### config.mk
export PLATFORM = sky130hd
export DESIGN_NAME = mem_stage_flat
export DESIGN_NICKNAME = d
export VERILOG_FILES = /design/src/rtl/mem_stage_if.sv /design/src/rtl/mem_stage.sv /design/src/flat_wrapper.sv
export SDC_FILE = /design/constraint.sdc
export NUM_CORES = 1
export LEC_CHECK = 0
export CAP_MARGIN = 25
export CORE_AREA = 2 2 389 391
export DETAILED_ROUTE_END_ITERATION = 7
export DIE_AREA = 0 0 391 393
export SLEW_MARGIN = 10
export SYNTH_ARGS = -nofsm -noshare
export SYNTH_HDL_FRONTEND = slang
export SYNTH_SLANG_ARGS = --single-unit
### constraint.sdc
create_clock -name clk -period 2.4 [get_ports clk]
set_input_delay 0.48 -clock clk [delete_from_list [all_inputs] [get_ports clk]]
set_output_delay 0.48 -clock clk [all_outputs]
set_load 0.02 [all_outputs]
### src/rtl/mem_stage_if.sv
// Control-word types shared along the pipeline, and the data-memory bus driven by the MEM stage.
package mem_stage_pkg;

  typedef struct packed {
    logic [3:0] alu_op;
    logic       alu_src;
  } exe_ctrl_t;

  typedef struct packed {
    logic       mem_read;
    logic       mem_write;
    logic [2:0] funct3;
  } mem_ctrl_t;

  typedef struct packed {
    logic       ld_reg;
    logic [4:0] rd_sel;
    logic [1:0] wb_sel;
  } wb_ctrl_t;

  typedef struct packed {
    logic        valid_commit;
    logic [63:0] order;
    logic [31:0] inst;
    logic [4:0]  rs1_addr;
    logic [4:0]  rs2_addr;
    logic [31:0] rs1_rdata;
    logic [31:0] rs2_rdata;
    logic [4:0]  rd_addr;
    logic [31:0] rd_wdata;
    logic [31:0] pc_rdata;
    logic [31:0] pc_wdata;
    logic [31:0] mem_addr;
    logic [3:0]  mem_rmask;
    logic [3:0]  mem_wmask;
    logic [31:0] mem_rdata;
    logic [31:0] mem_wdata;
  } rvfi_t;

  typedef struct packed {
    exe_ctrl_t exe;
    mem_ctrl_t mem;
    wb_ctrl_t  wb;
    rvfi_t     rvfi;
  } control_word;

endpackage

interface mem_stage_if;
  logic [31:0] dmem_address;
  logic        dmem_read;
  logic        dmem_write;
  logic [3:0]  dmem_wmask;
  logic [31:0] dmem_wdata;
  logic [31:0] dmem_rdata;
  logic        dmem_resp;

  modport master (
    output dmem_address, dmem_read, dmem_write, dmem_wmask, dmem_wdata,
    input  dmem_rdata, dmem_resp
  );

  modport slave (
    input  dmem_address, dmem_read, dmem_write, dmem_wmask, dmem_wdata,
    output dmem_rdata, dmem_resp
  );
endinterface

### src/rtl/mem_stage.sv
// Pipeline MEM stage: registers the execute result, runs the data-memory access with
// byte-lane alignment, and hands a valid/ready result plus RVFI memory fields to writeback.
module mem_stage
  import mem_stage_pkg::*;
#(
  parameter int XLEN = 32
) (
  input  logic             clk,
  input  logic             rst,
  input  control_word      ctrl_w,
  input  logic [XLEN-1:0]  alu_in,
  input  logic [XLEN-1:0]  rs2_in,
  input  logic             br_en_in,
  input  logic             exe_mem_valid,
  output logic             mem_rdy,
  mem_stage_if.master      dmem,
  output logic [XLEN-1:0]  mem_fwd_data,
  output logic             mem_wb_valid,
  input  logic             wb_rdy,
  output logic             misalign,
  output logic             br_en,
  output control_word      rvfi_mem
);

  localparam logic [31:0] RESET_PC = 32'h4000_0000;

  typedef enum logic [1:0] {
    IDLE,
    ACCESS,
    DONE
  } state_t;

  state_t          state_reg, state_next;
  control_word     cw_reg;
  logic [XLEN-1:0] alu_reg;
  logic [XLEN-1:0] rs2_reg;
  logic [XLEN-1:0] rdata_reg;
  logic            br_en_reg;
  logic            misalign_reg;

  logic            accept;
  logic            acc_is_mem;
  logic            acc_misalign;
  logic            is_load;
  logic            is_store;
  logic [1:0]      offset;
  logic [3:0]      size_mask;
  logic [3:0]      lane_mask;
  logic [3:0]      rmask_val;
  logic [3:0]      wmask_val;
  logic [31:0]     store_data;
  logic [31:0]     wdata_val;
  logic [31:0]     shifted;
  logic [31:0]     load_data;

  // Alignment of the incoming access is judged before registering so a misaligned
  // instruction can skip the bus entirely.
  assign acc_is_mem = ctrl_w.mem.mem_read | ctrl_w.mem.mem_write;

  always_comb begin
    case (ctrl_w.mem.funct3[1:0])
      2'b00:   acc_misalign = 1'b0;
      2'b01:   acc_misalign = alu_in[0];
      default: acc_misalign = |alu_in[1:0];
    endcase
    acc_misalign = acc_misalign & acc_is_mem;
  end

  assign accept = exe_mem_valid && mem_rdy;

  always_ff @(posedge clk or negedge rst) begin
    if (!rst) begin
      state_reg <= IDLE;
    end else begin
      state_reg <= state_next;
    end
  end

  always_comb begin
    state_next   = state_reg;
    mem_rdy      = 1'b0;
    mem_wb_valid = 1'b0;
    case (state_reg)
      IDLE: begin
        mem_rdy = 1'b1;
        if (exe_mem_valid) begin
          state_next = (acc_is_mem && !acc_misalign) ? ACCESS : DONE;
        end
      end
      ACCESS: begin
        if (dmem.dmem_resp) begin
          state_next = DONE;
        end
      end
      DONE: begin
        mem_wb_valid = 1'b1;
        if (wb_rdy) begin
          mem_rdy = 1'b1;
          if (exe_mem_valid) begin
            state_next = (acc_is_mem && !acc_misalign) ? ACCESS : DONE;
          end else begin
            state_next = IDLE;
          end
        end
      end
      default: state_next = IDLE;
    endcase
  end

  always_ff @(posedge clk or negedge rst) begin
    if (!rst) begin
      cw_reg               <= '0;
      cw_reg.rvfi.pc_rdata <= RESET_PC;
      alu_reg              <= '0;
      rs2_reg              <= '0;
      rdata_reg            <= '0;
      br_en_reg            <= 1'b0;
      misalign_reg         <= 1'b0;
    end else if (accept) begin
      cw_reg       <= ctrl_w;
      alu_reg      <= alu_in;
      rs2_reg      <= rs2_in;
      br_en_reg    <= br_en_in;
      misalign_reg <= acc_misalign;
      rdata_reg    <= '0;
    end else if (state_reg == ACCESS && dmem.dmem_resp) begin
      rdata_reg <= dmem.dmem_rdata;
    end
  end

  assign is_load  = cw_reg.mem.mem_read;
  assign is_store = cw_reg.mem.mem_write;
  assign offset   = alu_reg[1:0];

  always_comb begin
    case (cw_reg.mem.funct3[1:0])
      2'b00: begin
        size_mask  = 4'b0001;
        store_data = {4{rs2_reg[7:0]}};
      end
      2'b01: begin
        size_mask  = 4'b0011;
        store_data = {2{rs2_reg[15:0]}};
      end
      default: begin
        size_mask  = 4'b1111;
        store_data = rs2_reg;
      end
    endcase
  end

  assign lane_mask = size_mask << offset;
  assign rmask_val = (is_load && !misalign_reg) ? lane_mask : 4'b0000;
  assign wmask_val = (is_store && !misalign_reg) ? lane_mask : 4'b0000;
  assign wdata_val = is_store ? store_data : 32'd0;

  // The addressed lane is brought down to bit 0 before extension.
  assign shifted = rdata_reg >> {offset, 3'b000};

  always_comb begin
    case (cw_reg.mem.funct3)
      3'b000:  load_data = {{24{shifted[7]}}, shifted[7:0]};
      3'b001:  load_data = {{16{shifted[15]}}, shifted[15:0]};
      3'b100:  load_data = {24'd0, shifted[7:0]};
      3'b101:  load_data = {16'd0, shifted[15:0]};
      default: load_data = shifted;
    endcase
  end

  assign dmem.dmem_address = {alu_reg[31:2], 2'b00};
  assign dmem.dmem_read    = (state_reg == ACCESS) && is_load;
  assign dmem.dmem_write   = (state_reg == ACCESS) && is_store;
  assign dmem.dmem_wmask   = wmask_val;
  assign dmem.dmem_wdata   = wdata_val;

  assign mem_fwd_data = is_load ? (misalign_reg ? 32'd0 : load_data) : alu_reg;
  assign misalign     = misalign_reg && (state_reg == DONE);
  assign br_en        = br_en_reg;

  // Outside DONE the word is a bubble so downstream never commits a stale instruction.
  always_comb begin
    rvfi_mem = cw_reg;
    if (state_reg == DONE) begin
      rvfi_mem.rvfi.mem_addr     = dmem.dmem_address;
      rvfi_mem.rvfi.mem_rmask    = rmask_val;
      rvfi_mem.rvfi.mem_wmask    = wmask_val;
      rvfi_mem.rvfi.mem_rdata    = rdata_reg;
      rvfi_mem.rvfi.mem_wdata    = wdata_val;
      rvfi_mem.rvfi.rd_wdata     = (cw_reg.wb.ld_reg && (cw_reg.wb.rd_sel != 5'd0)) ?
                                   mem_fwd_data : 32'd0;
      rvfi_mem.rvfi.valid_commit = cw_reg.rvfi.valid_commit & ~misalign_reg;
    end else begin
      rvfi_mem.exe               = '0;
      rvfi_mem.mem               = '0;
      rvfi_mem.wb                = '0;
      rvfi_mem.rvfi.valid_commit = 1'b0;
    end
  end

endmodule

### src/flat_wrapper.sv
// flat-port wrapper written by rule: the top's interface ports become plain ports
module mem_stage_flat import mem_stage_pkg::*;
#(
  parameter int XLEN = 32
)
  (clk, rst, ctrl_w, alu_in, rs2_in, br_en_in, exe_mem_valid, mem_rdy, mem_fwd_data, mem_wb_valid, wb_rdy, misalign, br_en, rvfi_mem, dmem_dmem_address, dmem_dmem_read, dmem_dmem_write, dmem_dmem_wmask, dmem_dmem_wdata, dmem_dmem_rdata, dmem_dmem_resp);
  mem_stage_if dmem_i ();
  input  logic clk;
  input  logic rst;
  input  control_word ctrl_w;
  input  logic [XLEN-1:0] alu_in;
  input  logic [XLEN-1:0] rs2_in;
  input  logic br_en_in;
  input  logic exe_mem_valid;
  output logic mem_rdy;
  output logic [XLEN-1:0] mem_fwd_data;
  output logic mem_wb_valid;
  input  logic wb_rdy;
  output logic misalign;
  output logic br_en;
  output control_word rvfi_mem;
  output wire logic [$bits(dmem_i.dmem_address)-1:0] dmem_dmem_address;
  output wire logic [$bits(dmem_i.dmem_read)-1:0] dmem_dmem_read;
  output wire logic [$bits(dmem_i.dmem_write)-1:0] dmem_dmem_write;
  output wire logic [$bits(dmem_i.dmem_wmask)-1:0] dmem_dmem_wmask;
  output wire logic [$bits(dmem_i.dmem_wdata)-1:0] dmem_dmem_wdata;
  input wire logic [$bits(dmem_i.dmem_rdata)-1:0] dmem_dmem_rdata;
  input wire logic [$bits(dmem_i.dmem_resp)-1:0] dmem_dmem_resp;
  assign dmem_dmem_address = dmem_i.dmem_address;
  assign dmem_dmem_read = dmem_i.dmem_read;
  assign dmem_dmem_write = dmem_i.dmem_write;
  assign dmem_dmem_wmask = dmem_i.dmem_wmask;
  assign dmem_dmem_wdata = dmem_i.dmem_wdata;
  assign dmem_i.dmem_rdata = dmem_dmem_rdata;
  assign dmem_i.dmem_resp = dmem_dmem_resp;
  mem_stage #(.XLEN(XLEN)) u_core (.clk(clk), .rst(rst), .ctrl_w(ctrl_w), .alu_in(alu_in), .rs2_in(rs2_in), .br_en_in(br_en_in), .exe_mem_valid(exe_mem_valid), .mem_rdy(mem_rdy), .dmem(dmem_i), .mem_fwd_data(mem_fwd_data), .mem_wb_valid(mem_wb_valid), .wb_rdy(wb_rdy), .misalign(misalign), .br_en(br_en), .rvfi_mem(rvfi_mem));
endmodule
**After elaboration in Yosys (flattened, before gate mapping)**

Index checks and enable logic that the tools add are counted.

- Output and inout port bits: 500
- Input port bits: 496
- Register bits: 494
- Logic and storage cells: 90

- Mux-type cells: 25
- Equality and inequality tests: 10
- Bitwise logic cells: 4
- Reductions and logical operators: 19
- Shift operators: 2

Operators by type and width:

| operator | number |
|---|---|
| 32-bit two-way mux | 7 |
| 32-bit case mux with 4 select lines | 1 |
| 104-bit two-way mux | 1 |
| 32-bit case mux with 2 select lines | 1 |
| 32-bit by 5-bit >> shifter with 32-bit output | 1 |
| 18-bit two-way mux | 1 |
| 2-bit two-way mux | 5 |
| 1-bit logical AND | 9 |
| 4-bit two-way mux | 2 |
| 4-bit case mux with 2 select lines | 1 |
| 2-bit by 1-bit equality test with 1-bit output (second input constant) | 3 |
| 3-bit equality test (second input constant) | 2 |
| 2-bit zero test | 3 |
| 2-bit != test (second input constant) | 3 |
| 2-bit case mux with 3 select lines | 1 |
| 5-bit nonzero test | 1 |
| 1-bit case mux with 2 select lines | 2 |
| 4-bit by 2-bit << shifter with 4-bit output | 1 |
| 3-bit by 1-bit equality test with 1-bit output (second input constant) | 1 |
| 3-bit zero test | 1 |
| 1-bit two-way mux | 3 |
| 3-bit AND reduction | 1 |
| 1-bit AND | 2 |
| 2-bit equality test (second input constant) | 1 |
| other kinds (5) | 6 |

**Logic depth before layout (Yosys ltp)**

- Word-level depth: 9
- Gate-level depth with buffers: 8
- Mapped depth without buffers: 5

**Worst setup path after synthesis**

OpenSTA, ideal clock, no wires.

- Kind: flip-flop to output port
- From: reg u_core.cw_reg[384] in the netlist's numbering
- To: out rvfi_mem[13] in the netlist's numbering
- Path buffers: 2
- Setup slack: 0.005 ns
- Data required time: 1.920 ns
- Stages on the path, launching flop included: 7
- Data arrival time: 1.915 ns
- Cells stage by stage: dfrtp_1 buf_2 nor2_1 buf_2 nand2_1 a21boi_0 mux2_2

RTL lines:

| item | line | text |
|---|---|---|
| start: declaration | mem_stage.sv:34 | `control_word cw_reg;` |
| start signal: assignment | mem_stage.sv:120 | `cw_reg <= ctrl_w;` |
| end: declaration | flat_wrapper.sv:21 | `output control_word rvfi_mem;` |

==> metrics.yaml <==
logic_synthesis:
  syn_avg_cell_area_um2: 11.9
  yosys.cell_types.count: 52
  yosys_warnings: 0
  synthSimpleGateAreaFrac_pct: 7.05
  synth_edf_count: 0
  netlist_instances: 2017
  synthFlopType: "dfrtp_1"
  synth-adder-area-share_pct: 0
  seq_area_frac_synth_pct: 51.6
  synth.area.mux_share_pct: 24.8
  syn_area_um2: 24000
  ys_seq_elements: 494
  ys_async_sr_fraction_pct: 100
  synth_xor_area_share_pct: 0
  synth_compound_area_share_pct: 5.59
  synth_top_family_by_area: "multiplexers"
cells_and_area:
  drive_gt1_share_pct: 50.4
  fill_cells: 15200
  final_common_cell: "clkdlybuf4s50_1"
  largest_reg_flops: 239
  multiInputGateArea_um2: 11500
  regArea_um2: 12400
  layout.nets: 3584
  stdcell_area_um2: 44200
  area_growth_pct: 84.5
  final_cell_mix: "clkdlybuf4s50_1 (757), dfrtp_1 (475), mux2_2 (460)"
power:
  p_per_area_nw_per_um2: 1200
  power.internal_w: 0.0321
  power_w: 0.0530
  pwr-share-seq_pct: 24.3
  p_switching_w: 0.0209
  p_clk_share_pct: 19.5
  switching_share_pct: 39.4
  pwr-share-comb_pct: 56.3
  peakVddDrop_mv: 0.555
  p_leak_nw: 18.5
timing:
  setup_viol: 210
  slew_violations: 0
  tightest_slew_ns: 0.861
  clock-skew-final_ns: 0.0290
  clock.fmax_mhz: 315
  maxSlewHeadroom_pct: 42.6
  period_needed_ns: 3.17
  timing.final.crit_share_pct: 132
  hold_violations: 0
  grt_setup_unrepaired: "yes"
  final.setup.worst_slack_ns: -0.775
run_status:
  outcome: "finished with violations"
  violations: "negative setup slack"
clocking:
  numClockSinks: 494
  clk_latency_ns: 0.64
  cts.path.max_buffers: 3
  numCtsBuffers: 66
  cts_tree: "done"
  htreeDepth: 3
  clk_pin_slew_ns: 0.06
  clock-root-buffer: "clkbuf_16"
setup_path:
  arrival_ns: 2.69
  worstSetupPathType: "reg2out"
  startpoint_type: "register"
  required_ns: 1.92
  end_kind: "output port"
  reg2regPathDepth: 7
  cp_max_fo: 10
drt:
  via_count: 20600
  wl_per_cell_um: 30.0
  vias_per_cell: 4.04
  drc: 0
  drt_iter0_markers: 729
  first_pass_iters: 5
  wl_um: 153000
  drtAntennaViolNets: 0
grt:
  grt_pass1_wl_um: 196000
  grtUsageTotal_pct: 19.0
  grt_max_degree: 79
  overflow: 0
  grt_pass1_vias: 21200
  antenna_found_initial: 84
floorplanning:
  core_um2: 149000
  dieWidth_um: 391
  fp.dieArea_um2: 154000
  ios: 996
  fp-row-count: 142
  die_h_um: 393
  start_util_pct: 16.1
place:
  post-dp-hpwl_um: 125000
  port_buffers: 993
  gp_congestion: 0.967
  place_area_um2: 36900
run:
  maxCapViolations: 0
min_path:
  min_path_type: "in2async"
==> through the flow <==
step / setup TNS [ns] / worst slack, ns / hold slack [ns] / std cells / utilization (%)
after global routing: -107.18 / -0.901 / 0.329 / 5081 / 29.6
after floorplan: 0 / 0.00465 / 0.184 / 2018 / -
after global placement: -23.30 / -0.448 / 0.434 / 4823 / 24.7
after detailed placement: -35.25 / -0.501 / 0.436 / 4823 / 24.7
final: -84.00 / -0.775 / 0.370 / 5093 / 29.6
after CTS: -104.09 / -0.816 / 0.295 / 5036 / 28.0
==> Yosys cell counts, types with 2 or more instances <==
library cell  number  area (um^2)
buf_2             69          345
buf_4            278         2090
and2_1            27          169
buf_1              7         26.3
a221o_1            7         70.1
a221oi_1           8         70.1
a22o_1            11         96.3
a31oi_1            9         56.3
nand2_1          315         1180
nor2_1            26         97.6
o31ai_1           11         82.6
nand3b_1           2         15.0
nor2b_1           11         68.8
o2bb2ai_1         20          175
inv_1              9         33.8
o21ai_0           29          145
a211oi_2           2         25.0
nand2b_1           5         31.3
mux2_2           503         5660
a22oi_1            8         60.1
buf_6              2         22.5
clkbuf_1          31          116
a32o_1             6         60.1
o41ai_1            2         17.5
nor3_1            13         65.1
mux2i_1           25          250
a21boi_0          16          120
a211oi_1           3         22.5
dfrtp_1          493        12300
a21oi_1           47          235
==> per-layer routing <==
metal | global-route usage, % | routed length, um | vias up
met1 | 21.3 | 57400 | 10500
li1 | - | - | 8860
met4 | 7.69 | 7460 | 84
met2 | 32.3 | 74100 | 801
met5 | 0 | 536 | -
met3 | 7.39 | 13200 | 283
==> power groups by stage <==
stage               registers (W)  logic [W]  clock network (W)
floorplan                  0.0119     0.0119                  0
global placement           0.0127     0.0243                  0
detailed placement         0.0128     0.0243                  0
CTS                        0.0127     0.0277             0.0107
global route               0.0132     0.0311             0.0110
finish                     0.0129     0.0298             0.0103
==> repair_timing <==
action                     in CTS  in global routing
setup endpoints to repair     245                243
buffers inserted               90                 69
gates resized for setup       855                536
gates cloned                   11                  5
pin swaps                      62                143
hold endpoints to repair       23                  0
hold buffers                    1                  0
==> worst max-delay path, stage by stage, from the launching register on <==
cell and delay [ns]:
dfrtp_2 0.49, buf_4 0.24, nand2b_1 0.25, buf_4 0.21, o2bb2ai_1 0.26, a31oi_4 0.07, o31ai_2 0.26, buf_4 0.24
==> cells by family (layout without fill, tap and decap cells) <==
| kind of cell | Yosys count | count (layout) |
|---|---|---|
| mux | 529 | 529 |
| flops | 494 | 494 |
| other cells | 1 | 14 |
| simple gates | 407 | 407 |
| buf+inv | 397 | 1516 |
| compound gates | 189 | 189 |
==> final timing paths <==
| check | slack, ns | to | startpoint |
|---|---|---|---|
| min in group clk | 0.38 | u_core.rdata_reg[3]$_DFFE_PN0P_ | dmem_dmem_rdata[3] |
| worst min register to register | 0.50 | u_core.rvfi_mem[272]$_DFFE_PN0P_ | u_core.rvfi_mem[272]$_DFFE_PN0P_ |
| worst max-delay path | -0.77 | rvfi_mem[191] | u_core.alu_reg[1]$_DFFE_PN0P_ |
| worst min-delay path | 0.37 | u_core.cw_reg[186]$_DFFE_PN0P_ | rst |
| worst max register to register | 0.06 | u_core.rdata_reg[22]$_DFFE_PN0P_ | u_core.state_reg[0]$_DFFE_PN0P_ |
| max in group asynchronous | 1.12 | u_core.alu_reg[4]$_DFFE_PN0P_ | rst |
==> final cells by class <==
| class | count | share of cell area, % |
|---|---|---|
| Timing Repair Buffer | 1389 | 35.4 |
| Sequential cell | 494 | 28.0 |
| Multi-Input combinational cell | 1127 | 25.9 |
| Tap cell | 1944 | 5.50 |
| Clock buffer | 97 | 4.37 |
| Clock inverter | 20 | 0.628 |
| Inverter | 10 | 0.110 |
| Antenna cell | 12 | 0.0679 |
Power figures use the tool's default switching activity.
